`config.mk`:
```
export PLATFORM = sky130hd
export DESIGN_NAME = mem_port_arbiter
export DESIGN_NICKNAME = d
export VERILOG_FILES = /design/src/rtl/mem_port_arbiter.sv
export SDC_FILE = /design/constraint.sdc
export NUM_CORES = 1
export LEC_CHECK = 0
export CAP_MARGIN = 0
export CORE_MARGIN = 3
export CORE_UTILIZATION = 44
export CTS_BUF_LIST = sky130_fd_sc_hd__clkbuf_8
export DETAILED_ROUTE_END_ITERATION = 16
export PLACE_DENSITY_LB_ADDON = 0.1
export RECOVER_POWER = 25
export SLEW_MARGIN = 10
export SYNTH_ARGS = -nofsm -noshare
export SYNTH_HDL_FRONTEND = slang
export SYNTH_SLANG_ARGS = --single-unit
```
`constraint.sdc`:
```
create_clock -name clk_i -period 2.59 [get_ports clk_i]
set_input_delay 0.518 -clock clk_i [delete_from_list [all_inputs] [get_ports clk_i]]
set_output_delay 0.518 -clock clk_i [all_outputs]
set_load 0.02 [all_outputs]
```
`src/rtl/mem_port_arbiter.sv`:
```
// Round-robin arbiter serialising 64-bit data/fetch requests into eight byte beats on a 1024x8 RAM.
// Latency: grant at cycle 0, beats 1-8, ack cycle 9 (error ack cycle 1); requesters hold req until ack.
module mem_port_arbiter #(
    parameter int MEM_BYTES = 1024,
    parameter int AW        = 10
) (
    input  logic          clk_i,
    input  logic          rst_i,
    input  logic          d_req_i,
    input  logic          d_we_i,
    input  logic [63:0]   d_addr_i,
    input  logic [63:0]   d_wdata_i,
    output logic          d_ack_o,
    output logic [63:0]   d_rdata_o,
    output logic          d_err_o,
    input  logic          f_req_i,
    input  logic [63:0]   f_addr_i,
    output logic          f_ack_o,
    output logic [63:0]   f_rdata_o,
    output logic          f_err_o,
    output logic [AW-1:0] ram_addr_o,
    output logic          ram_we_o,
    output logic [7:0]    ram_wdata_o,
    input  logic [7:0]    ram_rdata_i,
    output logic          busy_o
);
    typedef enum logic [1:0] {IDLE, XFER, RESP} state_t;

    localparam logic [63:0] LAST_OK = 64'(MEM_BYTES - 8);

    state_t        r_state;
    logic          r_prio_f;
    logic          r_port_f;
    logic          r_we;
    logic [AW-1:0] r_addr;
    logic [63:0]   r_wdata;
    logic [63:0]   r_buf;
    logic [2:0]    r_beat;
    logic          r_d_ack;
    logic          r_d_err;
    logic [63:0]   r_d_rdata;
    logic          r_f_ack;
    logic          r_f_err;
    logic [63:0]   r_f_rdata;

    logic          w_any_req;
    logic          w_grant_f;
    logic [63:0]   w_gaddr;
    logic          w_gerr;
    logic          w_xfer;
    logic [5:0]    w_bit;
    logic [63:0]   w_rd_dat;

    // Ties go to the prio port; any grant hands priority to the other port.
    assign w_any_req = d_req_i || f_req_i;
    assign w_grant_f = f_req_i && (!d_req_i || r_prio_f);
    assign w_gaddr   = w_grant_f ? f_addr_i : d_addr_i;
    assign w_gerr    = w_gaddr > LAST_OK;
    assign w_xfer    = (r_state == XFER);
    assign w_bit     = {r_beat, 3'b000};
    // Byte 7 of the buffer is still clear on the last beat, so the live RAM byte is merged in.
    assign w_rd_dat  = r_we ? 64'd0 : (r_buf | {ram_rdata_i, 56'd0});

    assign ram_addr_o  = w_xfer ? r_addr + AW'(r_beat) : '0;
    assign ram_we_o    = w_xfer && r_we && !rst_i;
    assign ram_wdata_o = w_xfer ? r_wdata[w_bit +: 8] : 8'd0;
    assign busy_o      = (r_state != IDLE);

    assign d_ack_o   = r_d_ack;
    assign d_err_o   = r_d_err;
    assign d_rdata_o = r_d_rdata;
    assign f_ack_o   = r_f_ack;
    assign f_err_o   = r_f_err;
    assign f_rdata_o = r_f_rdata;

    always_ff @(posedge clk_i) begin
        if (rst_i) begin
            r_state   <= IDLE;
            r_prio_f  <= 1'b0;
            r_port_f  <= 1'b0;
            r_we      <= 1'b0;
            r_addr    <= '0;
            r_wdata   <= 64'd0;
            r_buf     <= 64'd0;
            r_beat    <= 3'd0;
            r_d_ack   <= 1'b0;
            r_d_err   <= 1'b0;
            r_d_rdata <= 64'd0;
            r_f_ack   <= 1'b0;
            r_f_err   <= 1'b0;
            r_f_rdata <= 64'd0;
        end else begin
            r_d_ack <= 1'b0;
            r_f_ack <= 1'b0;
            case (r_state)
                IDLE: begin
                    if (w_any_req) begin
                        r_port_f <= w_grant_f;
                        r_prio_f <= !w_grant_f;
                        r_addr   <= w_gaddr[AW-1:0];
                        r_we     <= !w_grant_f && d_we_i;
                        r_wdata  <= d_wdata_i;
                        r_beat   <= 3'd0;
                        r_buf    <= 64'd0;
                        if (w_gerr) begin
                            r_state <= RESP;
                            if (w_grant_f) begin
                                r_f_ack   <= 1'b1;
                                r_f_err   <= 1'b1;
                                r_f_rdata <= 64'd0;
                            end else begin
                                r_d_ack   <= 1'b1;
                                r_d_err   <= 1'b1;
                                r_d_rdata <= 64'd0;
                            end
                        end else begin
                            r_state <= XFER;
                        end
                    end
                end
                XFER: begin
                    if (!r_we) begin
                        r_buf[w_bit +: 8] <= ram_rdata_i;
                    end
                    r_beat <= r_beat + 3'd1;
                    if (r_beat == 3'd7) begin
                        r_state <= RESP;
                        if (r_port_f) begin
                            r_f_ack   <= 1'b1;
                            r_f_err   <= 1'b0;
                            r_f_rdata <= w_rd_dat;
                        end else begin
                            r_d_ack   <= 1'b1;
                            r_d_err   <= 1'b0;
                            r_d_rdata <= w_rd_dat;
                        end
                    end
                end
                RESP: begin
                    r_state <= IDLE;
                end
                default: begin
                    r_state <= IDLE;
                end
            endcase
        end
    end
endmodule

```
Word-level counts from Yosys, hierarchy flattened
Index checks and enable logic that the tools add are counted.
- add/subtract/negate cells: 3
- $lt $le $gt $ge: 1
- eq/ne operators: 10
- shift-type cells: 3
- multiplexer cells: 50
- bitwise operators: 1
- reduce and logical (&&, ||, !) cells: 18
- operators by type and width (kind ; count):
    $mux 64 ; 14
    $pmux 64 s2 ; 3
    $bwmux 64 ; 1
    $gt 64x10->1 const B ; 1
    $or 64x64->64 ; 1
    $shift 8x8->64 const A ; 1
    $shiftx 64x7->8 ; 1
    $shiftx 8x8->64 ; 1
    $mux 1 ; 20
    $ne 2x2->1 const B ; 7
    $reduce_and 6->1 ; 2
    $add 10x3->10 ; 1
    $mux 10 ; 1
    $mux 8 ; 1
    $neg 6->8 ; 1
    $pmux 1 s2 ; 4
    $mux 2 ; 3
    $pmux 3 s2 ; 1
    $reduce_and 2->1 ; 3
    $logic_and 1x1->1 ; 4
    $pmux 2 s2 ; 1
    $reduce_bool 2->1 ; 2
    $add 3x1->3 const B ; 1
    $eq 3x3->1 const B ; 1
    7 further kinds ; 10
- register bits: 278
- output and inout bits: 152
- word-level logic and storage cells: 100

Logic depth before layout (Yosys ltp)
Gate-level depths: netlist of the first run.
- depth in word-level cells: 8
- depth in mapped cells: 11

Worst setup path before layout of the first run
No wires, ideal clock.
- path kind: register to register
- from: register r_beat[1]
- to: register r_buf[10]
- library setup time: 70 ps
- arrival time: 2744 ps
- required time: 2520 ps
- slack: -224 ps
- stages on the path, launching flop included: 11
- path through: dfxtp_1 > clkbuf_1 > clkbuf_1 > inv_1 > ha_1 > clkbuf_1 > nand2b_1 > or2_2 > nor3_1 > nand2_1 > a21oi_1
- longest elaborated chain between the ends: 5
- RTL lines (item ; RTL line ; text):
    start: declaration ; 38 ; logic [2:0] r_beat;
    start signal: assignment ; 125 ; r_beat <= r_beat + 3'd1;
    $neg 6->8 * ; 123 ; r_buf[w_bit +: 8] <= ram_rdata_i;
    $shiftx 8x8->64 or $shift 8x8->64 (tied branches) ; 123 ;
    $bwmux 64 * ; 123 ;
    $mux 64 * ; 122 ; if (!r_we) begin
    $pmux 64 s2 * ; 95 ; case (r_state)
    end signal: indexed assignment ; 123 ;
    end: declaration ; 37 ; logic [63:0] r_buf;
Mark *: on every way between the ends. The rest lies on a longest branch, timed or not. The select of a mux whose other input is x is not followed.
A chain may end at the register's enable or synchronous reset.

Final worst setup path of the first run
- from: register r_beat[0]
- to: output port ram_addr_o[4]
- longest elaborated chain between the ends: 2
- RTL lines (item ; RTL line ; text):
    $add 10x3->10 ; 64 ; assign ram_addr_o = w_xfer ? r_addr + AW'(r_beat) : '0;
    $mux 10 ; 64 ;
    end: declaration ; 21 ; output logic [AW-1:0] ram_addr_o,
Every way passes these cells.

==> flow_summary.yaml, run 1 <==
synth:
  syn_avg_cell_area_um2: 8.45
  synth_warnings: 0
  synth_nets: 1610
  ys_seq_area_share_pct: 47.1
  syn_area_um2: 11800
  yosysTopAreaCell: "dfxtp_1"
  synth_cell_types: 49
  synthFlopType: "dfxtp_1"
  async_flop_share_pct: 0
  synth_area_leaders: "dfxtp_1, nand2b_1, nand3_1, nand2_1, a21oi_1"
  syn-instance-count: 1397
  synthDominantCellAreaShare_pct: 47.1
  synth-seq-cells: 278
  synth_edf_count: 0
detailed_routing:
  drt_wl_total_um: 36800
  met3WireLength_um: 2240
  vias_per_cell: 5.27
  wl_met2_um: 17700
  dr_total_vias: 11200
  postRouteAntennaNets: 0
  routed.top_layer: "met4"
  firstDrtPassIters: 5
  drtIter0Drc: 776
  drc_errors: 0
  routedWlPerCell_um: 17.3
  drt-met1-wl_um: 16000
worst_setup_path:
  r2r_end: "r_buf[13]$_SDFFE_PP0P_"
  critPathCaptureType: "output pin"
  startpoint: "r_beat[0]$_SDFFE_PP0P_"
  criticalPathCategory: "reg2out"
  cp_top_family: "adder cells"
  crit_slowest_cell: "dfxtp_4"
  path_buf_inv: 2
  cpMostUsedCell: "buf_4"
  worst_path_largest_cell_delay_ns: 0.36
  cp_max_fo: 5
  required_ns: 2.07
  startpoint_type: "flop"
  cp.arrival_ns: 2.15
  crit_path_end: "ram_addr_o[4]"
  r2r_start: "r_beat[0]$_SDFFE_PP0P_"
  r2r_setup_slack_ns: 0.13
  rr_worst_depth: 10
  path_depth: 8
  crit_chain: "ha_4 > fa_2 > a21o_1 > nand2_2 > buf_4 > xor2_1 > nor2_1 > buf_4"
floorplan:
  die_x_um: 170
  dieArea_um2: 28800
  die_h_um: 170
  core_um2: 26200
  boundaryPins: 357
  placement_rows: 59
  start_util_pct: 45.1
sta:
  slew_headroom_pct: 52.4
  worst_slack_ns: -0.0765
  hold_viol_final: 0
  rsz0062_at_grt: "yes"
  setup_viol: 6
  hold-worst-slack_ns: 0.443
  fmax_mhz: 375
  drv_slew: 0
  fin_crit_sh_pct: 103
  worst_pin_slew_ns: 0.712
  skew_ns: 0.0313
  period_needed_ns: 2.67
global_route:
  grt_max_degree: 106
  grt_pass1_vias: 11100
  antenna_found_initial: 0
  overflow: 0
  grt_pass1_wl_um: 58000
  grt_util_all_layers_pct: 24.6
worst_hold_path:
  hold_path.class: "in2reg"
  holdPathStages: 2
finish:
  syn_to_final_growth_pct: 44.1
  num_antenna_cells: 0
  nets: 1961
  fin_util_pct: 64.9
  final_cell_area_um2: 17000
  drive_gt1_share_pct: 14.0
clocking:
  clock_sinks: 278
  clock_latency_ns: 0.57
  cts_tree: "yes"
  holdBufCountCts: 0
  cts_buffer_depth: 3
  cts-root-buf: "clkbuf_8"
  h-tree-depth: 2
  path_clk_slew_ns: 0.06
  numCtsBuffers: 47
pwr:
  p_clk_share_pct: 43.1
  p_total_mw: 9.56
  powerDensity_nw_per_um2: 562
  p_int_mw: 7.19
  leakagePower_nw: 6.04
  p_sw_mw: 2.36
  switching_share_pct: 24.7
  p_seq_share_pct: 46.4
  combPwrFrac_pct: 10.4
  peakVddDrop_v: 0.000398
outcome:
  status: "finished, violations left"
  violations: "negative setup slack"
placed_design:
  dpl_worst_slack_ns: -0.363
  dpl_cell_area_um2: 15800
  place.gp.congestion: 0.915
  io_buffers: 356
  dpl.hpwl_um: 25300
run:
  drv_cap: 0
-- cell usage after synthesis, types with 16 or more instances --
cell type  count
o21ai_2       41
nand2_1      207
nor2_1        66
dfxtp_1      278
o21ai_1       52
a22oi_1       24
nand3_1      160
a21oi_1      122
nand2b_1     131
nor4_1        26
o21ai_0       42
mux4_2        16
clkbuf_1      94
-- how the worst min path moves through the flow --
stage,to,slack (ns),from
after floorplan,r_wdata[16]$_SDFFE_PP0P_,0.43,r_wdata[16]$_SDFFE_PP0P_
after global placement,r_wdata[54]$_SDFFE_PP0P_,0.44,r_wdata[54]$_SDFFE_PP0P_
after detailed placement,r_wdata[18]$_SDFFE_PP0P_,0.44,r_wdata[18]$_SDFFE_PP0P_
after CTS,r_buf[48]$_SDFFE_PP0P_,0.40,rst_i
after global routing,r_buf[51]$_SDFFE_PP0P_,0.44,rst_i
final,r_buf[9]$_SDFFE_PP0P_,0.44,rst_i
-- flip-flops by register name, indices dropped and copies added (netlist names) --
register	flops
d_ack_o	1
d_err_o	1
d_rdata_o	64
f_ack_o	1
f_err_o	1
f_rdata_o	64
r_addr	10
r_beat	3
r_buf	64
r_port_f	1
r_prio_f	1
r_state	2
r_wdata	64
r_we	1
-- per-stage QoR --
step / instances / TNS [ns]
5_1_grt: 2121 / -1.36
2_1_floorplan: 1397 / 0
3_3_place_gp: 2021 / -44.28
4_1_cts: 2111 / -0.503
6_report: 2121 / -0.267
3_5_place_dp: 2021 / -44.03
-- layer usage --
| metal | global-route usage [%] | vias to the layer above |
|---|---|---|
| met1 | 32.4 | 5205 |
| met2 | 41.2 | 349 |
| met4 | 7.25 | 0 |
| met3 | 4.65 | 59 |
| met5 | 0 | - |
| li1 | - | 5561 |
-- power by group through the flow --
| stage | clock (mW) | combinational, mW | sequential, mW |
|---|---|---|---|
| detailed placement | 0 | 0.996 | 4.53 |
| CTS | 4.20 | 1.00 | 4.44 |
| global placement | 0 | 0.990 | 4.52 |
| floorplan | 0 | 0.492 | 4.52 |
| finish | 4.12 | 0.999 | 4.44 |
| global route | 4.42 | 1.08 | 4.45 |
-- timing repair --
action / 4_1_cts / 5_1_grt
resized for setup: 91 / 32
pin swaps: 10 / 9
gates cloned: 1 / 1
setup endpoints to repair: 65 / 57
buffers inserted: 2 / 9
-- cell type report --
cell class / instances / area, um^2
clock buffer: 64 / 881
inverter: 7 / 30.0
timing repair buffer: 419 / 4190
sequential: 278 / 5580
multi-input combinational: 995 / 5780
tap: 335 / 419
fill: 2196 / 9190
clock inverter: 23 / 141
-- logic make-up (layout without fill, tap and decap cells) --
family,Yosys count,after routing,synth area share [%]
and+or+nand+nor,634,634,26.3
AOI/OAI and AO/OA,321,321,16.4
DFF,278,278,47.1
buffers and inverters,124,513,4.98
muxes,27,27,3.98
adders and majority gates,8,8,0.911
xor gates and xnor gates,5,5,0.371
-- layout by cell type, fill, tap and decap left out, drive strengths merged, types with 2 or more instances in the layout --
master / Yosys / routed
and2: 4 / 4
o311ai: 2 / 2
o41a: 2 / 2
nor3: 11 / 11
o21ai: 135 / 135
nor2: 66 / 66
a21o: 4 / 4
or2: 3 / 3
xor2: 4 / 4
nor4: 27 / 27
nand2b: 131 / 131
nand2: 207 / 207
dfxtp: 278 / 278
a22oi: 24 / 24
nor2b: 3 / 3
a211oi: 12 / 12
nor3b: 2 / 2
o211ai: 3 / 3
inv: 6 / 18
nand3: 160 / 160
mux4: 16 / 16
mux2i: 11 / 11
nand4: 11 / 11
or3: 5 / 5
clkdlybuf4s50: 0 / 334
dlymetal6s2s: 0 / 2
o21a: 11 / 11
clkbuf: 94 / 66
a21oi: 122 / 122
buf: 23 / 79
clkinv: 1 / 10
ha: 7 / 7
No activity file was read; power rests on OpenSTA's default activity.
==> run 2: changes to the inputs <==
Settings changed: TNS_END_PERCENT set to 20.
==> flow_summary.yaml, run 2 (same netlist as run 1, synthesis figures left out) <==
outcome:
  status: "finished, violations left"
  violations: "negative setup slack"
placed_design:
  dpl.hpwl_um: 25300
  io_buffers: 356
  place.gp.congestion: 0.915
sta:
  fin_crit_sh_pct: 103
  totalNegativeSetupSlack_ns: -0.299
  fmax_mhz: 375
  hold_viol_final: 0
  rsz0062_at_grt: "yes"
  worst_slack_ns: -0.0802
  skew_ns: 0.0353
  slew_headroom_pct: 49.5
  drv_slew: 0
  period_needed_ns: 2.67
  setup_viol: 6
  worst_pin_slew_ns: 0.758
worst_setup_path:
  startpoint_type: "flop"
  required_ns: 2.07
  criticalPathCategory: "reg2out"
  cp.arrival_ns: 2.15
  cpMostUsedCell: "buf_4"
  path_buf_inv: 2
  critPathCaptureType: "output pin"
  cp_top_family: "adder cells"
  crit_chain: "ha_4 > fa_2 > a21o_1 > nand2_2 > buf_4 > xor2_1 > nor2_1 > buf_4"
  crit_slowest_cell: "dfxtp_4"
  worst_path_largest_cell_delay_ns: 0.37
  cp_max_fo: 5
floorplan:
  placement_rows: 59
  boundaryPins: 357
  dieArea_um2: 28800
  core_um2: 26200
  start_util_pct: 45.1
  die_h_um: 170
  die_x_um: 170
pwr:
  powerDensity_nw_per_um2: 565
  leakagePower_nw: 6.06
  p_total_mw: 9.55
  peakVddDrop_v: 0.000395
detailed_routing:
  dr_total_vias: 11100
  postRouteAntennaNets: 0
  drt_wl_total_um: 36600
  drc_errors: 0
  drtIter0Drc: 768
  firstDrtPassIters: 5
  vias_per_cell: 5.27
  routedWlPerCell_um: 17.3
finish:
  fillers: 2211
  final_common_cell: "clkdlybuf4s50_1"
  fin_util_pct: 64.4
  multiInputGateArea_um2: 5760
  drive_gt1_share_pct: 13.3
  syn_to_final_growth_pct: 43.0
  mostFrequentLayoutCells: "clkdlybuf4s50_1, dfxtp_1, nand2_1"
  nets: 1954
  num_antenna_cells: 0
  seq_area_um2: 5580
clocking:
  holdBufCountCts: 0
  cts_buffer_depth: 3
  cts-root-buf: "clkbuf_8"
  path_clk_slew_ns: 0.06
  h-tree-depth: 2
  clock_latency_ns: 0.57
  numCtsBuffers: 47
  clock_sinks: 278
  cts_tree: "yes"
worst_hold_path:
  hold_path.class: "in2reg"
global_route:
  overflow: 0
  antenna_found_initial: 0
  grt_max_degree: 106
  grt_pass1_vias: 11100
  grt_util_all_layers_pct: 24.6
  grt_pass1_wl_um: 58000
run:
  drv_cap: 0
run 2: changes by cell type in the layout (fill, tap and decap cells not counted), sizes merged:
cell           previous run  this run
buf                      79        69
bufbuf                    0         1
clkbuf                   66        67
clkdlybuf4s15             1         2
clkdlybuf4s50           334       313
dlygate4sd3               1        22
run 2: area by class of cell:
cell class | count | share of cell area [%]
multi-input combinational | 995 | 34.1
tap | 335 | 2.48
inverter | 7 | 0.178
clock inverter | 23 | 0.837
timing repair buffer | 412 | 24.2
sequential | 278 | 33.0
clock buffer | 64 | 5.22
run 2: final timing paths:
check	start	to	slack, ns	cells after the start
worst max-delay path	r_beat[0]$_SDFFE_PP0P_	ram_addr_o[4]	-0.08	8
worst min-delay path	rst_i	r_buf[48]$_SDFFE_PP0P_	0.44	2
worst max register to register	r_beat[0]$_SDFFE_PP0P_	r_buf[13]$_SDFFE_PP0P_	0.08	9
worst min register to register	r_wdata[18]$_SDFFE_PP0P_	r_wdata[18]$_SDFFE_PP0P_	0.45	2
run 2: power breakdown:
| part | switching, mW | total, mW | leakage (nW) | internal (mW) |
|---|---|---|---|---|
| logic | 0.497 | 0.990 | 3.22 | 0.493 |
| clock network | 1.80 | 4.12 | 0.580 | 2.32 |
| registers | 0.0626 | 4.44 | 2.26 | 4.37 |
| total | 2.36 | 9.55 | 6.06 | 7.19 |
run 2: metal layers:
metal	share of wire [%]	wire, um	track usage, %
met2	48	17600	41.2
met4	2.2	790	7.25
met5	0	0	0
met1	44	16000	32.4
met3	6.0	2180	4.65
run 2: timing repair:
action,CTS,global route
setup endpoints to repair,65,57
cloned,1,0
buffers inserted,2,3
hold endpoints to repair,0,0
pin swaps,10,6
resized for setup,91,16
run 2: per-stage QoR:
stage	instance area [um^2]	hold slack, ns	worst slack [ns]	instances
global placement	15800	0.440	-0.372	2021
global route	16900	0.441	-0.219	2114
CTS	16900	0.397	-0.107	2111
finish	16900	0.435	-0.0802	2114
floorplan	11800	0.433	0.0147	1397
detailed placement	15800	0.443	-0.363	2021
==> run 3: changes to the inputs <==
Settings changed: CORE_UTILIZATION 44 to 59, DONT_BUFFER_PORTS set to 1, PLACE_DENSITY set to 0.81, PLACE_DENSITY_LB_ADDON 0.1 to not set.
==> flow_summary.yaml, run 3 (same netlist as run 1, synthesis figures left out) <==
outcome:
  status: "finished, violations left"
  violations: "negative setup slack"
floorplan:
  start_util_pct: 60.3
  core_um2: 19600
  dieArea_um2: 21800
  die_x_um: 147
  placement_rows: 51
  boundaryPins: 357
  die_h_um: 147
sta:
  hold_viol_final: 0
  drv_slew: 0
  fmax_mhz: 383
  worst_slack_ns: -0.0232
  period_needed_ns: 2.61
  fin_crit_sh_pct: 101
  setup_viol: 4
  slew_headroom_pct: 11.9
  rsz0062_at_grt: "yes"
  totalNegativeSetupSlack_ns: -0.0768
  skew_ns: 0.0203
  worst_pin_slew_ns: 1.31
detailed_routing:
  firstDrtPassIters: 5
  dr_total_vias: 10100
  drc_errors: 0
  routedWlPerCell_um: 19.9
  postRouteAntennaNets: 0
  wl_met2_um: 16300
  drt-met1-wl_um: 13300
  vias_per_cell: 6.06
  met3WireLength_um: 2470
  drtIter0Drc: 800
  drt_wl_total_um: 33200
  routed.top_layer: "met4"
clocking:
  h-tree-depth: 2
  path_clk_slew_ns: 0.06
  cts-root-buf: "clkbuf_8"
  holdBufCountCts: 0
  cts_tree: "yes"
  cts_buffer_depth: 3
  clock_latency_ns: 0.55
  numCtsBuffers: 43
  clock_sinks: 278
global_route:
  grt_pass1_wl_um: 50800
  grt_util_all_layers_pct: 28.7
  grt_max_degree: 281
  antenna_found_initial: 1
  grt_pass1_vias: 9565
  overflow: 0
placed_design:
  placed_cells: 1598
  io_buffers: 0
  dpl.hpwl_um: 22900
  place.gp.congestion: 0.918
  dpl_cell_area_um2: 12100
  dpl_worst_slack_ns: 0.0342
worst_setup_path:
  r2r_start: "r_beat[0]$_SDFFE_PP0P_"
  startpoint_type: "flop"
  r2r_end: "r_buf[60]$_SDFFE_PP0P_"
  cp_max_fo: 5
  cp.arrival_ns: 2.10
  startpoint: "r_beat[0]$_SDFFE_PP0P_"
  crit_path_end: "ram_addr_o[6]"
  r2r_setup_slack_ns: 0.18
  critPathCaptureType: "output pin"
  rr_worst_depth: 10
  criticalPathCategory: "reg2out"
  required_ns: 2.07
pwr:
  peakVddDrop_v: 0.000527
  leakagePower_nw: 4.50
  powerDensity_nw_per_um2: 656
worst_hold_path:
  hold_path.class: "in2reg"
finish:
  final_cell_area_um2: 13100
  fin_cells: 1671
  fillers: 1657
  mostFrequentLayoutCells: "dfxtp_1, nand2_1, nand3_1"
  syn_to_final_growth_pct: 10.6
  nets: 1594
  drive_gt1_share_pct: 14.1
  final_common_cell: "dfxtp_1"
run:
  drv_cap: 0
-- run 3: changes by cell type in the layout (fill, tap and decap cells not counted), moves of 2 or more --
cell and change:
a21oi_2 +2, buf_2 -8, buf_4 -4, clkbuf_8 -10, clkdlybuf4s15_2 -2, clkdlybuf4s50_1 -313, clkinv_2 -9, dlygate4sd3_1 -22
dlymetal6s2s_1 -2, inv_1 +2, nand2_1 +2, nand2_2 -2
-- run 3: how the worst min path moves through the flow --
stage	from	to	slack, ns	cells after the start
global placement	r_wdata[27]$_SDFFE_PP0P_	r_wdata[27]$_SDFFE_PP0P_	0.43	2
global route	rst_i	r_buf[12]$_SDFFE_PP0P_	0.04	1
detailed placement	r_wdata[50]$_SDFFE_PP0P_	r_wdata[50]$_SDFFE_PP0P_	0.44	2
floorplan	r_wdata[16]$_SDFFE_PP0P_	r_wdata[16]$_SDFFE_PP0P_	0.43	2
finish	rst_i	r_buf[15]$_SDFFE_PP0P_	0.07	1
CTS	rst_i	r_buf[16]$_SDFFE_PP0P_	0.03	1
-- run 3: final cells by class --
cell class | count | area (um^2) | area share (%)
antenna | 1 | 2.50 | 0.0192
clock buffer | 54 | 743 | 5.69
clock inverter | 15 | 91.3 | 0.699
inverter | 7 | 26.3 | 0.201
multi-input combinational | 995 | 5750 | 44.0
sequential | 278 | 5580 | 42.7
tap | 265 | 332 | 2.54
timing repair buffer | 56 | 541 | 4.14
-- run 3: per-stage QoR --
stage / hold WS (ns) / power [mW] / util, %
3_3_place_gp: 0.435 / 5.05 / 61.9
6_report: 0.0725 / 8.56 / 66.7
2_1_floorplan: 0.433 / 5.01 / -
5_1_grt: 0.0355 / 8.86 / 66.7
4_1_cts: 0.0277 / 8.62 / 66.7
3_5_place_dp: 0.442 / 5.07 / 61.9
-- run 3: where the power goes --
group | internal, mW | switching (mW)
clock network | 1.96 | 1.63
registers | 4.38 | 0.0765
logic | 0.199 | 0.331
total | 6.53 | 2.03
-- run 3: worst max-delay path, stage by stage (launching register included) --
cell and delay (ns):
dfxtp_4 0.38, ha_4 0.14, fa_2 0.19, a21o_1 0.12
nand2_2 0.09, or3_4 0.35, a21oi_2 0.16, buf_6 0.13
-- run 3: metal layers --
metal	up-vias	track usage [%]
met1	4789	36.5
li1	4812	-
met2	437	48.1
met3	81	6.99
met4	0	10.1
met5	-	0
-- run 3: timing repair --
item / CTS / global route
pin swaps: 10 / 5
endpoints found under the setup margin: 15 / 18
resized for setup: 22 / 3
setup buffers: 3 / 0
